### config.mk
export PLATFORM = sky130hd
export DESIGN_NAME = hex_display_scheduler
export DESIGN_NICKNAME = d
export VERILOG_FILES = /design/src/rtl/display_pkg.sv /design/src/rtl/hex_seg_decoder.sv /design/src/rtl/hex_display_scheduler.sv
export SDC_FILE = /design/constraint.sdc
export NUM_CORES = 1
export LEC_CHECK = 0
export CAP_MARGIN = 20
export CELL_PAD_IN_SITES_DETAIL_PLACEMENT = 1
export CELL_PAD_IN_SITES_GLOBAL_PLACEMENT = 1
export CORE_ASPECT_RATIO = 1.75
export CORE_MARGIN = 2
export CORE_UTILIZATION = 48
export CTS_BUF_LIST = sky130_fd_sc_hd__clkbuf_4
export DETAILED_ROUTE_END_ITERATION = 6
export PLACE_DENSITY = 0.9
export REMOVE_ABC_BUFFERS = 1
export SLEW_MARGIN = 15
export SYNTH_ARGS = -nofsm -noshare
export SYNTH_HDL_FRONTEND = slang
export SYNTH_HIERARCHICAL = 1
export SYNTH_SLANG_ARGS = --single-unit
export TNS_END_PERCENT = 100
### constraint.sdc
create_clock -name Clk -period 3.6 [get_ports Clk]
set_input_delay 0.54 -clock Clk [delete_from_list [all_inputs] [get_ports Clk]]
set_output_delay 0.54 -clock Clk [all_outputs]
set_load 0.03 [all_outputs]
### src/rtl/display_pkg.sv
// rtl/display_pkg.sv - shared types and constants for the seven-segment display path
package display_pkg;

  typedef logic [0:6] seg_t;
  typedef logic [3:0] nibble_t;

  localparam seg_t SEG_BLANK = 7'b1111111;

endpackage

### src/rtl/hex_seg_decoder.sv
// rtl/hex_seg_decoder.sv - combinational hex nibble to active-low segments a..g
module hex_seg_decoder
  import display_pkg::*;
(
  input  nibble_t nibble_i,
  output seg_t    seg_o
);

  // Bit 0 of seg_t is segment a; 0 lights a segment.
  always_comb begin
    seg_o = SEG_BLANK;
    case (nibble_i)
      4'h0: seg_o = 7'b0000001;
      4'h1: seg_o = 7'b1001111;
      4'h2: seg_o = 7'b0010010;
      4'h3: seg_o = 7'b0000110;
      4'h4: seg_o = 7'b1001100;
      4'h5: seg_o = 7'b0100100;
      4'h6: seg_o = 7'b0100000;
      4'h7: seg_o = 7'b0001111;
      4'h8: seg_o = 7'b0000000;
      4'h9: seg_o = 7'b0000100;
      4'hA: seg_o = 7'b0001000;
      4'hB: seg_o = 7'b1100000;
      4'hC: seg_o = 7'b0110001;
      4'hD: seg_o = 7'b1000010;
      4'hE: seg_o = 7'b0110000;
      4'hF: seg_o = 7'b0111000;
      default: seg_o = SEG_BLANK;
    endcase
  end

endmodule

### src/rtl/hex_display_scheduler.sv
// rtl/hex_display_scheduler.sv - multiplexed hex display scan with guard slots and frame-synchronous word update
module hex_display_scheduler
  import display_pkg::*;
#(
  parameter int NUM_DIGITS    = 4,
  parameter int REFRESH_DIV   = 50000,
  parameter bit BLANK_LEADING = 1'b1
) (
  input  logic                    Clk,
  input  logic                    ResetN,
  input  logic                    En,
  input  logic [4*NUM_DIGITS-1:0] Value,
  input  logic                    Load,
  output logic                    Busy,
  output logic                    Ack,
  output logic [NUM_DIGITS-1:0]   DigitSel,
  output seg_t                    Seg
);

  localparam int W     = 4 * NUM_DIGITS;
  localparam int CNT_W = (REFRESH_DIV > 1) ? $clog2(REFRESH_DIV) : 1;
  localparam int IDX_W = (NUM_DIGITS > 1) ? $clog2(NUM_DIGITS) : 1;
  localparam logic [CNT_W-1:0] CNT_LAST = CNT_W'(REFRESH_DIV - 1);
  localparam logic [IDX_W-1:0] IDX_LAST = IDX_W'(NUM_DIGITS - 1);

  logic [CNT_W-1:0]      cnt_q, cnt_d;
  logic [IDX_W-1:0]      idx_q, idx_d;
  logic [W-1:0]          staging_q, staging_d;
  logic [W-1:0]          shadow_q, shadow_d;
  logic                  pending_q, pending_d;
  logic                  ack_q, ack_d;
  logic [NUM_DIGITS-1:0] digit_sel_q, digit_sel_d;
  seg_t                  seg_q, seg_d;

  logic                  terminal;
  logic                  frame_end;
  logic [W-1:0]          upper;
  nibble_t               cur_nibble;
  seg_t                  dec_seg;

  assign cur_nibble = shadow_q[{idx_q, 2'b00} +: 4];

  hex_seg_decoder u_dec (
    .nibble_i (cur_nibble),
    .seg_o    (dec_seg)
  );

  always_comb begin
    cnt_d       = cnt_q;
    idx_d       = idx_q;
    staging_d   = staging_q;
    shadow_d    = shadow_q;
    pending_d   = pending_q;
    ack_d       = 1'b0;
    digit_sel_d = '1;
    terminal    = En && (cnt_q == CNT_LAST);
    frame_end   = terminal && (idx_q == IDX_LAST);
    upper       = shadow_q >> {idx_q, 2'b00};

    if (En) begin
      cnt_d = terminal ? '0 : cnt_q + 1'b1;
      if (terminal) begin
        idx_d = (idx_q == IDX_LAST) ? '0 : idx_q + 1'b1;
      end
    end

    // Transfer keys off the old pending flag, so a word accepted on the
    // frame-end cycle itself waits for the following frame end.
    if (frame_end && pending_q) begin
      shadow_d  = staging_q;
      pending_d = 1'b0;
      ack_d     = 1'b1;
    end
    if (Load && !pending_q) begin
      staging_d = Value;
      pending_d = 1'b1;
    end

    if (En && (cnt_q != '0)) begin
      digit_sel_d[idx_q] = 1'b0;
    end
    seg_d = (BLANK_LEADING && (idx_q != '0) && (upper == '0)) ? SEG_BLANK : dec_seg;
  end

  always_ff @(posedge Clk) begin
    if (!ResetN) begin
      cnt_q       <= '0;
      idx_q       <= '0;
      staging_q   <= '0;
      shadow_q    <= '0;
      pending_q   <= 1'b0;
      ack_q       <= 1'b0;
      digit_sel_q <= '1;
      seg_q       <= SEG_BLANK;
    end else begin
      cnt_q       <= cnt_d;
      idx_q       <= idx_d;
      staging_q   <= staging_d;
      shadow_q    <= shadow_d;
      pending_q   <= pending_d;
      ack_q       <= ack_d;
      digit_sel_q <= digit_sel_d;
      seg_q       <= seg_d;
    end
  end

  assign Busy     = pending_q;
  assign Ack      = ack_q;
  assign DigitSel = digit_sel_q;
  assign Seg      = seg_q;

endmodule

==> impl_results.md, run 1 <==
* Final core occ at 58.1%
* Synth Area in XOR/XNOR at 3.67%
* Port bufs at 32
* Final WL at 7140 um
* Hold Vio Cnt, Final at 0
* Launching point of the worst reg2reg path: cnt_q[10]$_SDFFE_PN0P_
* GRT Total Usage at 23.7%
* Number of hold buffers added after CTS at 0
* Final Non-Filler Cells at 408
* Hold Path End: staging_q[13]$_SDFFE_PN0P_
* CP max FO at 16
* Worst Setup End Kind: register
* Least-Margin Pin Slew at 826 ps
* TritonCTS clock tree: done
* Setup_tns at 0 ps
* Worst reg-to-reg path cell count at 4
* Fin Clk Skew at 6.50 ps
* Reg2reg end: shadow_q[8]$_SDFFE_PN0P_
* Final instance area at 0.00339 sq mm
* Number of global-route vias before repair at 2453
* Area of the multi-input gates at 0.00147 sq mm
* Grt ovf at 0
* Ranking of synthesized cells by area: dfxtp_1, nand2_1, ha_1
* Synth-to-Final Area Change at 18.4%
* Status: completed
* DP Area at 0.00320 sq mm
* Largest family of logic cells by synthesized area: simple AND/OR/NAND/NOR gates
* Routed WL per cell at 17.5 um
* Final net count at 358
* Post-route ant nets at 0
* Total vias in the final route at 2290
* # Post-CTS Setup Buffers at 0
* Resized Gates After CTS at 0
* RD Place Congestion at 0.852
* Hold Slack at 474 ps
* Synth Area in Adders at 5.68%
* Hold Crit Class: reg -> reg
* Worst slew margin at 44.5%
* Clock sink count at 63
* Die ar. at 0.00662 sq mm
* Sequential cell area fraction in the yosys report at 44.1%
* Avg Vias per Cell at 5.61
* Syn Inst Count at 298
* Global-route wire length before repair at 12100 um
* Fin crit share at 73.2%
* Synth Area in Simple Gates at 20.8%
* Worst EP arrival at 3000 ps
* Diode count at 0
* Root buf cell: clkbuf_4
* Compound-Gate Fraction of Synth Area at 15.4%
* Detailed-placement wirelength estimate at 5130 um
* Row cnt at 37
* Worst-case clock buffer depth at 2
* Post-route minimum period at 2630 ps
* WP data required at 3960 ps
* Syn Area/Cell at 9.61 sq um
* Number of H-tree levels at 3
* Ports at 33
* Final setup viols at 0
* Ys Warns at 6
* R2R Setup Slk at 970 ps
* Asr flop ratio synth at 0%
* Inst Count DP at 392
* Initial Util at 49.1%
* Post-synthesis mux area share at 5.73%
* Dominant synthesized flop cell: dfxtp_1
* Die Wd at 62.4 um
* Top cell type by total area after synthesis: dfxtp_1
* Crit path kind: reg -> reg
* Worst VDD drop at 303 uV
* Synth top area share at 44.1%
* FF+latch area at 0.00126 sq mm
* P per Cell Area at 427 mW/mm^2
* Filler cells at 681
* # DRC at 0
* Max cap viols at 0
* Hold_sp: staging_q[13]$_SDFFE_PN0P_
* Netlist cell types at 45
* Reg clk slew, reported paths at 110 ps
* Initial DRC count at 134
* Pin count of the biggest net entering global routing at 32
* Die Ht at 106 um
* Slew Viols, Final at 0
* TritonRoute pass-1 iters at 4
* Area of the mapped netlist at 0.00286 sq mm
* Synthesized flop and latch total at 63
* Peak Freq at 380 MHz
* Worst hold path stage count at 2
* Share of cells above drive strength 1 at 8.79%
* Worst skew pair latency at 420 ps
* Setup crit start kind: register
* RSZ-0062 raised after global routing: false
* Initial antenna violation count at 0
* Leakage at 0.00122 uW
* Post-synth EDFFs at 0
* Num CTS Buffers at 9
* Core footprint at 0.00583 sq mm
==> cell usage in the layout (no fill, tap or decap), types with 4 or more instances in the layout <==
master	count
dfxtp_1	63
nand2_1	44
clkdlybuf4s50_1	32
a22o_1	18
nor2_1	18
a21boi_0	16
ha_1	13
clkbuf_4	9
inv_1	8
nand4_1	8
nand3b_1	7
nand3_1	6
nor4_1	6
xnor2_1	6
xor2_1	6
mux4_2	5
o21ai_1	4
nor3_1	4
a21boi_1	4
mux2i_1	4
==> report_power, final <==
group          internal (uW)  switching (uW)  total [uW]
clock                    352             281         633
combinational           43.5            46.5        90.0
sequential               713            10.9         724
==> metal layers <==
metal | wire (um) | vias up | part of all wire (%) | GRT usage [%]
met5 | 0 | - | 0 | 0
met4 | 208 | 0 | 2.9 | 11.1
met3 | 205 | 18 | 2.9 | 5.50
met2 | 4060 | 43 | 57 | 44.3
met1 | 2670 | 1121 | 37 | 24.5
li1 | - | 1108 | - | -
==> sequential cells by signal, indices dropped and copies added, names as in the netlist <==
register,cells
staging_q,16
shadow_q,16
idx_q,2
Seg,7
DigitSel,4
cnt_q,16
Ack,1
Busy,1
==> cell families after synthesis <==
logic type,Yosys count
AOI/OAI and AO/OA,58
xor gates and xnor gates,12
adders and majority gates,13
buffers and inverters,27
DFF,63
muxes,10
and+or+nand+nor,115
==> cells in the mapped netlist, drive strengths merged, types with 3 or more instances <==
library cell,n
dfxtp,63
nand2,44
a21boi,20
nor2,19
a22o,18
clkbuf,13
ha,13
inv,8
nand4,8
nand3b,7
nor4,7
o21ai,7
buf,6
nand3,6
xnor2,6
xor2,6
mux4,5
mux2i,4
nor3,4
a21oi,3
nand2b,3
o211ai,3
or4,3
==> area by class of cell <==
type                            count  area share (%)
Timing Repair Buffer               35            10.1
Sequential cell                    63            37.2
Clock inverter                      7            3.58
Clock buffer                        9            1.99
Multi-Input combinational cell    208            43.3
Tap cell                           78            2.88
Inverter                            8           0.886
==> worst max-delay path, stage by stage (launching register included) <==
cell and delay, ps:
dfxtp_1 360, or4_1 560, or4_1 600, nor4_4 810
a22o_1 250
==> stage by stage <==
step | worst slack [ps] | total power [uW]
after floorplan | 1330 | 777
after global placement | 764 | 826
after detailed placement | 704 | 831
after CTS | 976 | 1460
after global routing | 848 | 1500
final | 967 | 1450
==> how the worst max path moves through the flow <==
stage	start	end	slack (ps)	cells past startpoint
CTS	cnt_q[10]$_SDFFE_PN0P_	shadow_q[8]$_SDFFE_PN0P_	980	4
global route	cnt_q[10]$_SDFFE_PN0P_	shadow_q[8]$_SDFFE_PN0P_	850	4
detailed placement	En	shadow_q[0]$_SDFFE_PN0P_	700	5
floorplan	cnt_q[10]$_SDFFE_PN0P_	shadow_q[0]$_SDFFE_PN0P_	1330	4
finish	cnt_q[10]$_SDFFE_PN0P_	shadow_q[8]$_SDFFE_PN0P_	970	4
global placement	En	shadow_q[0]$_SDFFE_PN0P_	760	5
Power figures use the tool's default switching activity.
==> run 2: changes to the inputs <==
--- a/config.mk
+++ b/config.mk
@@ -10,10 +10,10 @@
 export CELL_PAD_IN_SITES_GLOBAL_PLACEMENT = 1
 export CORE_ASPECT_RATIO = 1.75
 export CORE_MARGIN = 2
-export CORE_UTILIZATION = 48
+export CORE_UTILIZATION = 45
 export CTS_BUF_LIST = sky130_fd_sc_hd__clkbuf_4
 export DETAILED_ROUTE_END_ITERATION = 6
-export PLACE_DENSITY = 0.9
+export PLACE_DENSITY = 0.85
 export REMOVE_ABC_BUFFERS = 1
 export SLEW_MARGIN = 15
 export SYNTH_ARGS = -nofsm -noshare
==> constraint.sdc (replaced) <==
create_clock -name Clk -period 2.5 [get_ports Clk]
set_input_delay 0.375 -clock Clk [delete_from_list [all_inputs] [get_ports Clk]]
set_output_delay 0.375 -clock Clk [all_outputs]
set_load 0.03 [all_outputs]
==> run 2 against run 1 <==
Compared with the run above: die area increased by 6.3%; register-to-register slack got worse by 810 ps; routed wire length about the same; fmax increased by 13%; sequential share of layout area increased by 0.096 points; critical path depth unchanged; sequential power increased by 44%; worst setup slack got worse by 810 ps.
==> impl_results.md, run 2 (synthesis gave the netlist of run 1 again) <==
* Core footprint at 0.00618 sq mm (+6.0%)
* WP data required at 2810 ps (-1150 ps)
* Status: completed
* Most frequent cells in the layout: dfxtp_1, nand2_1, clkdlybuf4s50_1, a22o_1, nor2_1
* Comb power frac at 7.4% (+1.2 points)
* Reg power frac at 59.6% (+9.5 points)
* Final core occ at 54.7% (-3.4 points)
* Grt ovf at 0 (unchanged)
* Pin count of the biggest net entering global routing at 18 (-44%)
* Worst skew pair latency at 420 ps (about the same)
* R2R Setup Slk at 160 ps (-810 ps)
* Least-Margin Pin Slew at 683 ps (-143 ps)
* Routed WL per cell at 17.0 um (-2.7%)
* Number of global-route vias before repair at 2565 (+4.6%)
* Hold Crit Class: reg -> reg
* Worst Setup End Kind: register
* Clock share of power at 32.9% (-11 points)
* Initial antenna violation count at 1 (+1)
* Commonest non-fill, non-tap cell in the layout: dfxtp_1
* Peak Freq at 428 MHz (+13%)
* Worst VDD drop at 376 uV (+24%)
* Final WL at 7130 um (about the same)
* Final net count at 368 (+2.8%)
* Port bufs at 32 (unchanged)
* Total vias in the final route at 2333 (+1.9%)
* Ports at 33 (unchanged)
* Total net switching power at 432 uW (+28%)
* Max cap viols at 0 (unchanged)
* P per Cell Area at 517 mW/mm^2 (+21%)
* Worst-case clock buffer depth at 2 (unchanged)
* Worst hold path stage count at 2 (unchanged)
* GRT Total Usage at 22.3% (-1.4 points)
* TritonCTS clock tree: done
* Num CTS Buffers at 9 (unchanged)
* Fin Clk Skew at 10.1 ps (+3.59 ps)
* # Post-CTS Setup Buffers at 0 (unchanged)
* Synth-to-Final Area Change at 18.1%
* CP most frequent cell: or4_1
* Largest stage delay, worst path at 580 ps (-230 ps)
* Number of hold buffers added after CTS at 0 (unchanged)
* Slew Viols, Final at 0 (unchanged)
* Root buf cell: clkbuf_4
* Share of cells above drive strength 1 at 10.9% (+2.2 points)
* Launching point of the worst reg2reg path: cnt_q[10]$_SDFFE_PN0P_
* Worst reg-to-reg path cell count at 4 (unchanged)
* Global-route wire length before repair at 11900 um (-1.7%)
* Crit path kind: reg -> reg
* Hold_sp: staging_q[4]$_SDFFE_PN0P_
* Hold Path End: staging_q[4]$_SDFFE_PN0P_
* Die Ht at 110 um (+3.2%)
* Setup crit start kind: register
* Worst EP arrival at 2650 ps (-350 ps)
* Row cnt at 38 (+2.7%)
* Fin crit share at 93.5% (+20 points)
* # DRC at 0 (unchanged)
* Initial Util at 46.3% (-2.8 points)
* Leakage at 0.00124 uW (+2.1%)
* Post-route ant nets at 0 (unchanged)
* Clock sink count at 63 (unchanged)
* Avg Vias per Cell at 5.57 (-0.80%)
* Resized Gates After CTS at 0 (unchanged)
* Final setup viols at 0 (unchanged)
* Reg2reg end: shadow_q[1]$_SDFFE_PN0P_
* Worst slew margin at 54.5% (+10 points)
* RD Place Congestion at 0.835 (-1.9%)
* CP max FO at 17 (+1)
* Post-route minimum period at 2340 ps (-295 ps)
* Switching Share at 24.7% (+1.3 points)
* Reg clk slew, reported paths at 100 ps (about the same)
* Worst path slowest cell: or4_1
* Setup_tns at 0 ps (unchanged)
* Die ar. at 0.00704 sq mm (+6.3%)
* Cell Int Power at 1320 uW (+19%)
* TritonRoute pass-1 iters at 4 (unchanged)
* RSZ-0062 raised after global routing: false
* Hold Slack at 473 ps (-1.02 ps)
* Crit path cell chain: or4_1 -> or4_1 -> o31a_1 -> a22o_1
* Initial DRC count at 52 (-61%)
* Number of H-tree levels at 3 (unchanged)
* Detailed-placement wirelength estimate at 5360 um (+4.7%)
* Hold Vio Cnt, Final at 0 (unchanged)
* Regs by FF count: cnt_q (16), shadow_q (16), staging_q (16)
* Die Wd at 64.3 um (+3.1%)
==> run 2: cell types whose count changed in the layout (fill, tap and decap cells not counted), sizes merged <==
cell      previous run  this run
buf                  3        13
bufinv               3         0
clkbuf               9        12
clkinvlp             3         0
clkinv               1         2
diode                0         1
==> run 2: power groups by stage <==
stage / clock, uW / combinational, uW / sequential [uW]
floorplan: 0 / 43.9 / 1070
global placement: 0 / 127 / 1060
detailed placement: 0 / 133 / 1070
CTS: 594 / 133 / 1040
global route: 633 / 145 / 1050
finish: 575 / 130 / 1040
==> run 2: worst max path at each step <==
stage / from / end / slack [ps] / cells after the start
floorplan: cnt_q[10]$_SDFFE_PN0P_ / shadow_q[0]$_SDFFE_PN0P_ / 230 / 4
global placement: En / shadow_q[0]$_SDFFE_PN0P_ / 270 / 5
detailed placement: idx_q[0]$_SDFFE_PN0P_ / Seg[6]$_SDFF_PP1_ / 210 / 7
CTS: idx_q[0]$_SDFFE_PN0P_ / Seg[6]$_SDFF_PP1_ / 180 / 7
global route: idx_q[0]$_SDFFE_PN0P_ / Seg[6]$_SDFF_PP1_ / 60 / 7
finish: cnt_q[10]$_SDFFE_PN0P_ / shadow_q[1]$_SDFFE_PN0P_ / 160 / 4
==> run 2: area by class of cell <==
| class | instances | area (sq um) |
|---|---|---|
| Tap cell | 80 | 100 |
| Multi-Input combinational cell | 208 | 1470 |
| Inverter | 8 | 30.0 |
| Fill cell | 733 | 2800 |
| Clock inverter | 2 | 10.0 |
| Timing Repair Buffer | 45 | 418 |
| Sequential cell | 63 | 1260 |
| Antenna cell | 1 | 2.50 |
| Clock buffer | 12 | 90.1 |
==> run 2: through the flow <==
step / total power [uW] / cell area [sq um] / worst slack (ps) / cells
CTS: 1770 / 3380 / 179 / 418
global route: 1820 / 3380 / 55.2 / 419
global placement: 1190 / 3280 / 269 / 404
floorplan: 1120 / 2760 / 228 / 279
finish: 1750 / 3380 / 161 / 419
detailed placement: 1200 / 3280 / 210 / 404
==> run 2: critical path: cells and delay by family (launching register included) <==
family	cells	cell delay [ps]
AOI/OAI and AO/OA	2	840
DFF	1	350
and+or+nand+nor	2	1040
==> run 2: metal layers <==
layer | track usage [%] | part of all wire (%)
met3 | 4.40 | 2.3
met2 | 43.2 | 58
met4 | 13.1 | 3.3
met5 | 0 | 0
met1 | 21.1 | 37
